$ cat src/rtl/ram_sp_hs.sv
// Single-port synchronous RAM: valid/ready requests, byte write strobes,
// 1- or 2-cycle registered read latency and a zero-fill clear sequencer.
module ram_sp_hs #(
  parameter int unsigned DATA_W         = 32,
  parameter int unsigned DEPTH          = 32,
  parameter int unsigned ADDR_W         = $clog2(DEPTH),
  parameter int unsigned RD_LAT         = 1,
  parameter int unsigned CLEAR_ON_RESET = 1
) (
  input  logic                clk,
  input  logic                rst_n,
  input  logic                req_valid,
  output logic                req_ready,
  input  logic                req_we,
  input  logic [ADDR_W-1:0]   req_addr,
  input  logic [DATA_W-1:0]   req_wdata,
  input  logic [DATA_W/8-1:0] req_be,
  input  logic                clear_start,
  output logic                rsp_valid,
  output logic [DATA_W-1:0]   rsp_rdata,
  output logic                rsp_err,
  output logic                wr_err,
  output logic                busy
);

  localparam int unsigned       BE_W      = DATA_W / 8;
  localparam logic [ADDR_W:0]   DEPTH_X   = (ADDR_W + 1)'(DEPTH);
  localparam logic [ADDR_W-1:0] LAST_ADDR = ADDR_W'(DEPTH - 1);

  typedef enum logic {S_CLEAR, S_READY} state_e;
  localparam state_e RST_STATE = (CLEAR_ON_RESET != 0) ? S_CLEAR : S_READY;

  state_e              state_q, state_d;
  logic [ADDR_W-1:0]   cnt_q, cnt_d;
  logic                ready_q, ready_d;
  logic                busy_q, busy_d;
  logic                clr_we_c;
  logic                accept_c, in_range_c, rd_acc_c, wr_acc_c;
  logic [DATA_W-1:0]   rd_data_c;
  logic [DATA_W-1:0]   mem_q [DEPTH];

  assign accept_c   = req_valid && ready_q;
  assign in_range_c = {1'b0, req_addr} < DEPTH_X;
  assign rd_acc_c   = accept_c && !req_we;
  assign wr_acc_c   = accept_c && req_we;
  assign rd_data_c  = in_range_c ? mem_q[req_addr] : '0;

  // Clear sequencer: one zero write per cycle, then back to READY.
  always_comb begin
    state_d  = state_q;
    cnt_d    = cnt_q;
    clr_we_c = 1'b0;
    unique case (state_q)
      S_CLEAR: begin
        clr_we_c = 1'b1;
        if (cnt_q == LAST_ADDR) begin
          state_d = S_READY;
          cnt_d   = '0;
        end else begin
          cnt_d = cnt_q + ADDR_W'(1);
        end
      end
      S_READY: begin
        if (clear_start) begin
          state_d = S_CLEAR;
          cnt_d   = '0;
        end
      end
      default: state_d = RST_STATE;
    endcase
    ready_d = (state_d == S_READY);
    busy_d  = (state_d == S_CLEAR);
  end

  always_ff @(posedge clk or negedge rst_n) begin
    if (!rst_n) begin
      state_q <= RST_STATE;
      cnt_q   <= '0;
      ready_q <= 1'b0;
      busy_q  <= (CLEAR_ON_RESET != 0);
    end else begin
      state_q <= state_d;
      cnt_q   <= cnt_d;
      ready_q <= ready_d;
      busy_q  <= busy_d;
    end
  end

  assign req_ready = ready_q;
  assign busy      = busy_q;

  // Array has no reset; out-of-range writes never touch it.
  always_ff @(posedge clk) begin
    if (clr_we_c) begin
      mem_q[cnt_q] <= '0;
    end else if (wr_acc_c && in_range_c) begin
      for (int i = 0; i < BE_W; i++) begin
        if (req_be[i]) mem_q[req_addr][8*i +: 8] <= req_wdata[8*i +: 8];
      end
    end
  end

  logic              v1_q, e1_q, wr_err_q;
  logic [DATA_W-1:0] d1_q;

  // First read stage; data/err hold between responses.
  always_ff @(posedge clk or negedge rst_n) begin
    if (!rst_n) begin
      v1_q     <= 1'b0;
      d1_q     <= '0;
      e1_q     <= 1'b0;
      wr_err_q <= 1'b0;
    end else begin
      v1_q     <= rd_acc_c;
      wr_err_q <= wr_acc_c && !in_range_c;
      if (rd_acc_c) begin
        d1_q <= rd_data_c;
        e1_q <= !in_range_c;
      end
    end
  end

  assign wr_err = wr_err_q;

  if (RD_LAT >= 2) begin : g_lat2
    logic              v2_q, e2_q;
    logic [DATA_W-1:0] d2_q;

    always_ff @(posedge clk or negedge rst_n) begin
      if (!rst_n) begin
        v2_q <= 1'b0;
        d2_q <= '0;
        e2_q <= 1'b0;
      end else begin
        v2_q <= v1_q;
        if (v1_q) begin
          d2_q <= d1_q;
          e2_q <= e1_q;
        end
      end
    end

    assign rsp_valid = v2_q;
    assign rsp_rdata = d2_q;
    assign rsp_err   = e2_q;
  end else begin : g_lat1
    assign rsp_valid = v1_q;
    assign rsp_rdata = d1_q;
    assign rsp_err   = e1_q;
  end

endmodule

$ cat config.mk
export PLATFORM = sky130hd
export DESIGN_NAME = ram_sp_hs
export DESIGN_NICKNAME = d
export VERILOG_FILES = /design/src/rtl/ram_sp_hs.sv
export SDC_FILE = /design/constraint.sdc
export NUM_CORES = 1
export LEC_CHECK = 0
export ABC_AREA = 1
export BUFFER_PORTS_ARGS = -buffer_cell sky130_fd_sc_hd__buf_2
export CAP_MARGIN = 20
export CORE_MARGIN = 4
export CORE_UTILIZATION = 30
export CTS_CLUSTER_DIAMETER = 200
export DETAILED_ROUTE_END_ITERATION = 10
export PLACE_DENSITY_LB_ADDON = 0.25
export SYNTH_ARGS = -nofsm -noshare
export SYNTH_HDL_FRONTEND = slang
export SYNTH_SLANG_ARGS = --single-unit
$ cat constraint.sdc
create_clock -name clk -period 2.2 [get_ports clk]
set_input_delay 0.22 -clock clk [delete_from_list [all_inputs] [get_ports clk]]
set_output_delay 0.22 -clock clk [all_outputs]
set_load 0.005 [all_outputs]
[Word-level counts from Yosys, hierarchy flattened]
Memory sizes are Yosys's and may differ from the RTL's. A register that Yosys moved wholly into a read port is not among the register bits.
Index checks and enable logic that the tools add are counted.
Word-level totals
  bits in registers: 8
  logic and storage cells: 42
  output and inout bits: 37
  memory bits (writable): 1024
  memories kept: 1
  input port bits: 46
Memory list
  mem_q: words 32, width 32, rd ports 1, clocked after Yosys merged registers in 1, write ports 1, line 40  | logic [DATA_W-1:0] mem_q [DEPTH];
Operators by class
  multiplexer cells: 26
  add/sub/neg operators: 1
  bitwise operators: 2
  reduce and logical (&&, ||, !) cells: 6
  equality and inequality tests: 2
Operators by type and width (number)
  32-bit 2-to-1 mux: 1
  32-bit OR reduction: 1
  1-bit 2-to-1 mux: 19
  5-bit 2-to-1 mux: 3
  5-bit case mux with 2 select lines: 1
  5-bit by 1-bit adder with 5-bit output, second input constant: 1
  5-bit == test, second input constant: 1
  4-bit 2-to-1 mux: 1
  1-bit logical AND: 3
  1-bit logical NOT: 2
  2-bit inequality test, second input constant: 1
  1-bit inverter: 2
  1-bit case mux with 2 select lines: 1

[Logic depth before layout (Yosys ltp)]
  depth after elaboration: 7
  gate-level depth with buffers: 12
  mapped depth without buffers: 9

[Worst setup path after synthesis]
No wires, ideal clock.
  kind: flip-flop to flip-flop
  from: reg ready_q, in the netlist req_ready
  to: mem mem_q[20][16] (enable)
  period minus slack after synthesis: 2.429 ns
  required time: 1.817 ns
  setup slack: -0.229 ns
  stages on the path, launching flop included: 11
  arrival time: 2.045 ns
  library setup time: 0.383 ns
  path buffers: 2
  path through: dfrtp_1 nand2_2 nor2_4 o21ai_2 nand2_4 buf_6 nand2_1 o21ai_1 nand2_2 buf_6 nor3_1
On the way
  longest elaborated chain between the ends: 7
  elaborated cells between the ends (all ways): 18
  those cells by class: mux (15); reduce/logical (3)
Ends and longest elaborated chain
  start: declaration: line 35  | logic ready_q, ready_d;
  start signal: assignment: line 84  | ready_q <= ready_d;
  1-bit logical AND: line 42  | assign accept_c = req_valid && ready_q;
  1-bit logical AND: line 45  | assign wr_acc_c = accept_c && req_we;
  1-bit 2-to-1 mux: line 96  | end else if (wr_acc_c && in_range_c) begin
  1-bit 2-to-1 mux: line 94  | if (clr_we_c) begin
  1-bit 2-to-1 mux (not written as such): line 98  | if (req_be[i]) mem_q[req_addr][8*i +: 8] <= req_wdata[8*i +: 8];
  32-bit OR reduction (no line)
  5-bit 2-to-1 mux (no line) / 4-bit 2-to-1 mux (equally long branches)
  end: declaration: line 40
Parallel ways exist; a longest one is shown, timed or not.

[Final worst setup path]
  from: reg ready_q, in the netlist req_ready
  to: mem mem_q[21][8] (enable)
The elaborated chain is that of the path after synthesis.

==> results by group <==
Outcome
  – Status: finished with violations
  – Failing checks: setup timing

GRT
  – Pin count of the biggest net entering global routing: 89
  – GRT overflow: 0
  – Vias in the first global route: 29.6k
  – Initial antenna violation count: 1
  – First-pass GRT wire length: 192 mm
  – Total track usage: 16.7%

Route
  – Routed via count: 29.3k
  – Final ANT Viol Nets: 0
  – Vias/cell: 4.83
  – TritonRoute pass-1 iters: 7
  – Initial DRC Count: 2711
  – Routed Wire Length: 130 mm
  – DR DRC count: 0
  – Drt wl/cell: 21.4 um

Pwr
  – Pwr dens: 1060 nW/um2
  – Leakage: 20.0 nW
  – Tot Pwr: 57.2 mW
  – Max VDD drop: 0.757 mV

Placement
  – Placed cells: 5830
  – DP HPWL: 77.2 mm
  – Worst setup slack after placement: -0.114 ns
  – PortBufs: 80
  – Placed Area: 49400 um2
  – GPL Wtd Cong: 0.781

Logic synthesis
  – Syn Inst Count: 3805
  – Seq/Total Area, Yosys: 71.7%
  – Yosys cell types: 32
  – Ys Warns: 0
  – Flops & latches, synth: 1064
  – Synthesized area: 44300 um2
  – Mapped Avg Cell Area: 11.6 um2

Worst setup path
  – Worst Path Arrival: 2.69 ns
  – Critical path launch point type: flop
  – Worst Path Required: 2.61 ns
  – CP Capture Type: flop
  – Worst Path Class, Setup: reg -> reg
  – Critical-path maximum fanout: 8

Clocking
  – Reg clk slew, reported paths: 0.06 ns
  – Worst skew pair latency: 0.70 ns
  – CTS tree: done
  – Clock sinks: 1064
  – CTS Buffer Depth: 3
  – H-tree depth: 3
  – CTS Buf Count: 110
  – Root Buffer: clkbuf_16

STA
  – Setup Skew: 0.0172 ns
  – Final Max Slew Viols: 0
  – Period utilisation layout: 104%
  – Min Tclk post-route: 2.28 ns
  – RSZ-0062 raised after global routing: true
  – Max-slew headroom: 59.2%
  – # setup viols final: 654
  – Fmax: 438 MHz
  – Fin. Hold Viols: 0
  – Worst Tran Pin Value: 0.612 ns
  – Setup WS post-layout: -0.0831 ns

Finish
  – Antenna diode instance count: 0
  – Design area: 54100 um2
  – Layout cells sized above 1: 18.1%
  – Core Util, Final: 37.1%
  – Area grow syn2layout: 22.3%
  – Layout Nets: 4096
  – Post-route insts no fill: 6059

Die
  – FP Rows: 140
  – Floorplan core area: 146000 um2
  – Die X: 392 um
  – Die Footprint: 154000 um2
  – I/O pin count: 83
  – Initial core utilization: 30.3%
  – Die span in y: 392 um

Min path
  – Hold Path Class: in -> async

Flow run
  – Max cap viols: 0
==> registers in the layout (all words and copies together) (netlist names) <==
register and cells:
req_ready 1, mem_q 1024, busy 1, rsp_valid 1, rsp_rdata 32, cnt_q 5
==> repair_timing <==
action,CTS,global route
hold buffers,4,0
endpoints found under the setup margin,424,1021
cloned,1,4
pin swaps,10,9
hold endpoints to repair,63,0
setup buffers,12,1
gates resized for setup,40,130
==> layout make-up <==
type,instances,area [um2]
timing repair buffer,394,4400
multi-input combinational,2431,11800
fill,14200,91900
inverter,47,194
sequential,1064,31800
clock inverter,67,692
clock buffer,139,2950
tap,1917,2400
==> cell families (layout without fill, tap and decap cells) <==
kind of cell,Yosys count,in the layout,share of synthesized area [%]
buf+inv,311,647,3.15
xor+xnor,1,1,0.0198
simple gates,2404,2404,24.6
fa+ha+maj,2,2,0.0565
other cells,1,2,0.00847
compound gates,22,22,0.447
flops,1064,1064,71.7
==> where the power goes <==
part           switching [mW]  internal, mW
logic                    8.41          4.23
clock network            7.76          11.1
registers               0.651          25.1
total                    16.8          40.4
==> worst paths after layout <==
| path | start | endpoint | slack, ns | cells past startpoint |
|---|---|---|---|---|
| max | req_ready$_DFF_PN0_ | mem_q[21][8]$_DFFE_PP_ | -0.08 | 10 |
| min | rst_n | rsp_rdata[7]$_DFFE_PN0P_ | 0.05 | 3 |
| max reg2reg | req_ready$_DFF_PN0_ | mem_q[21][8]$_DFFE_PP_ | -0.08 | 10 |
| min reg2reg | rsp_rdata[20]$_DFFE_PN0P_ | rsp_rdata[20]$_DFFE_PN0P_ | 0.48 | 2 |
| max in group asynchronous | rst_n | busy$_DFF_PN1_ | 1.79 | 3 |
| min in group clk | req_wdata[0] | mem_q[31][0]$_DFFE_PP_ | 0.08 | 4 |
==> worst max-delay path, cell delays in order, from the launching register on <==
cell	delay, ns
dfrtp_1	0.39
nand2_2	0.09
nor2_4	0.05
o21ai_2	0.07
nand2_4	0.16
clkbuf_16	0.21
o21ai_4	0.23
nand2_8	0.18
clkbuf_16	0.23
nor3_2	0.20
buf_6	0.17
==> placed cells by master (no fill, tap or decap), types with 2 or more instances in the layout <==
cell type	n
clkinvlp_4	4
buf_8	5
nor2_4	2
conb_1	2
nor3_1	3
nor2_2	32
nand3_4	8
o21ai_4	10
o21ai_2	2
buf_2	77
bufinv_16	14
inv_1	40
inv_2	4
nand2_1	1353
nor2_1	3
inv_6	3
clkinv_2	16
ha_1	2
nand2_2	6
o21ai_0	3
buf_6	81
nor3_4	45
inv_8	2
dlygate4sd3_1	4
dfrtp_1	39
clkinv_4	2
nand3_1	865
nor3_2	80
buf_4	127
clkbuf_1	25
clkinv_1	27
edfxtp_1	1024
nand2_4	5
buf_12	95
clkbuf_16	118
a21oi_4	4
==> layer usage <==
layer  wire (um)  vias to the layer above  share of wire (%)  track usage (%)
met1       57200                    14300                 44             22.6
met4        3310                        0                2.6             5.87
met2       62400                      905                 48             27.5
li1            -                    13800                  -                -
met5           0                        -                  0                0
met3        6910                      184                5.3             2.33
==> cell usage after synthesis, drive strengths merged <==
| library cell | count | area, um2 |
|---|---|---|
| nand2 | 1365 | 5150 |
| o21ai | 15 | 158 |
| nor3 | 128 | 1110 |
| or2 | 1 | 6.26 |
| clkinv | 1 | 3.75 |
| nor2 | 37 | 146 |
| buf | 110 | 641 |
| a21oi | 5 | 25.0 |
| o22ai | 1 | 6.26 |
| nand3 | 873 | 4470 |
| dfstp | 1 | 26.3 |
| o2bb2ai | 1 | 8.76 |
| ha | 2 | 25.0 |
| dfrtp | 39 | 976 |
| inv | 46 | 173 |
| clkbuf | 154 | 578 |
| xor2 | 1 | 8.76 |
| edfxtp | 1024 | 30700 |
| conb | 1 | 3.75 |
==> stage by stage <==
| step | hold WS [ns] | setup TNS [ns] |
|---|---|---|
| floorplan | -0.0756 | -168.31 |
| global placement | 0.254 | -5.78 |
| detailed placement | 0.258 | -5.67 |
| CTS | 0.0233 | -0.315 |
| global route | 0.0619 | -100.64 |
| finish | 0.0481 | -19.48 |
Note: power is estimated with default switching activity, not from simulation.
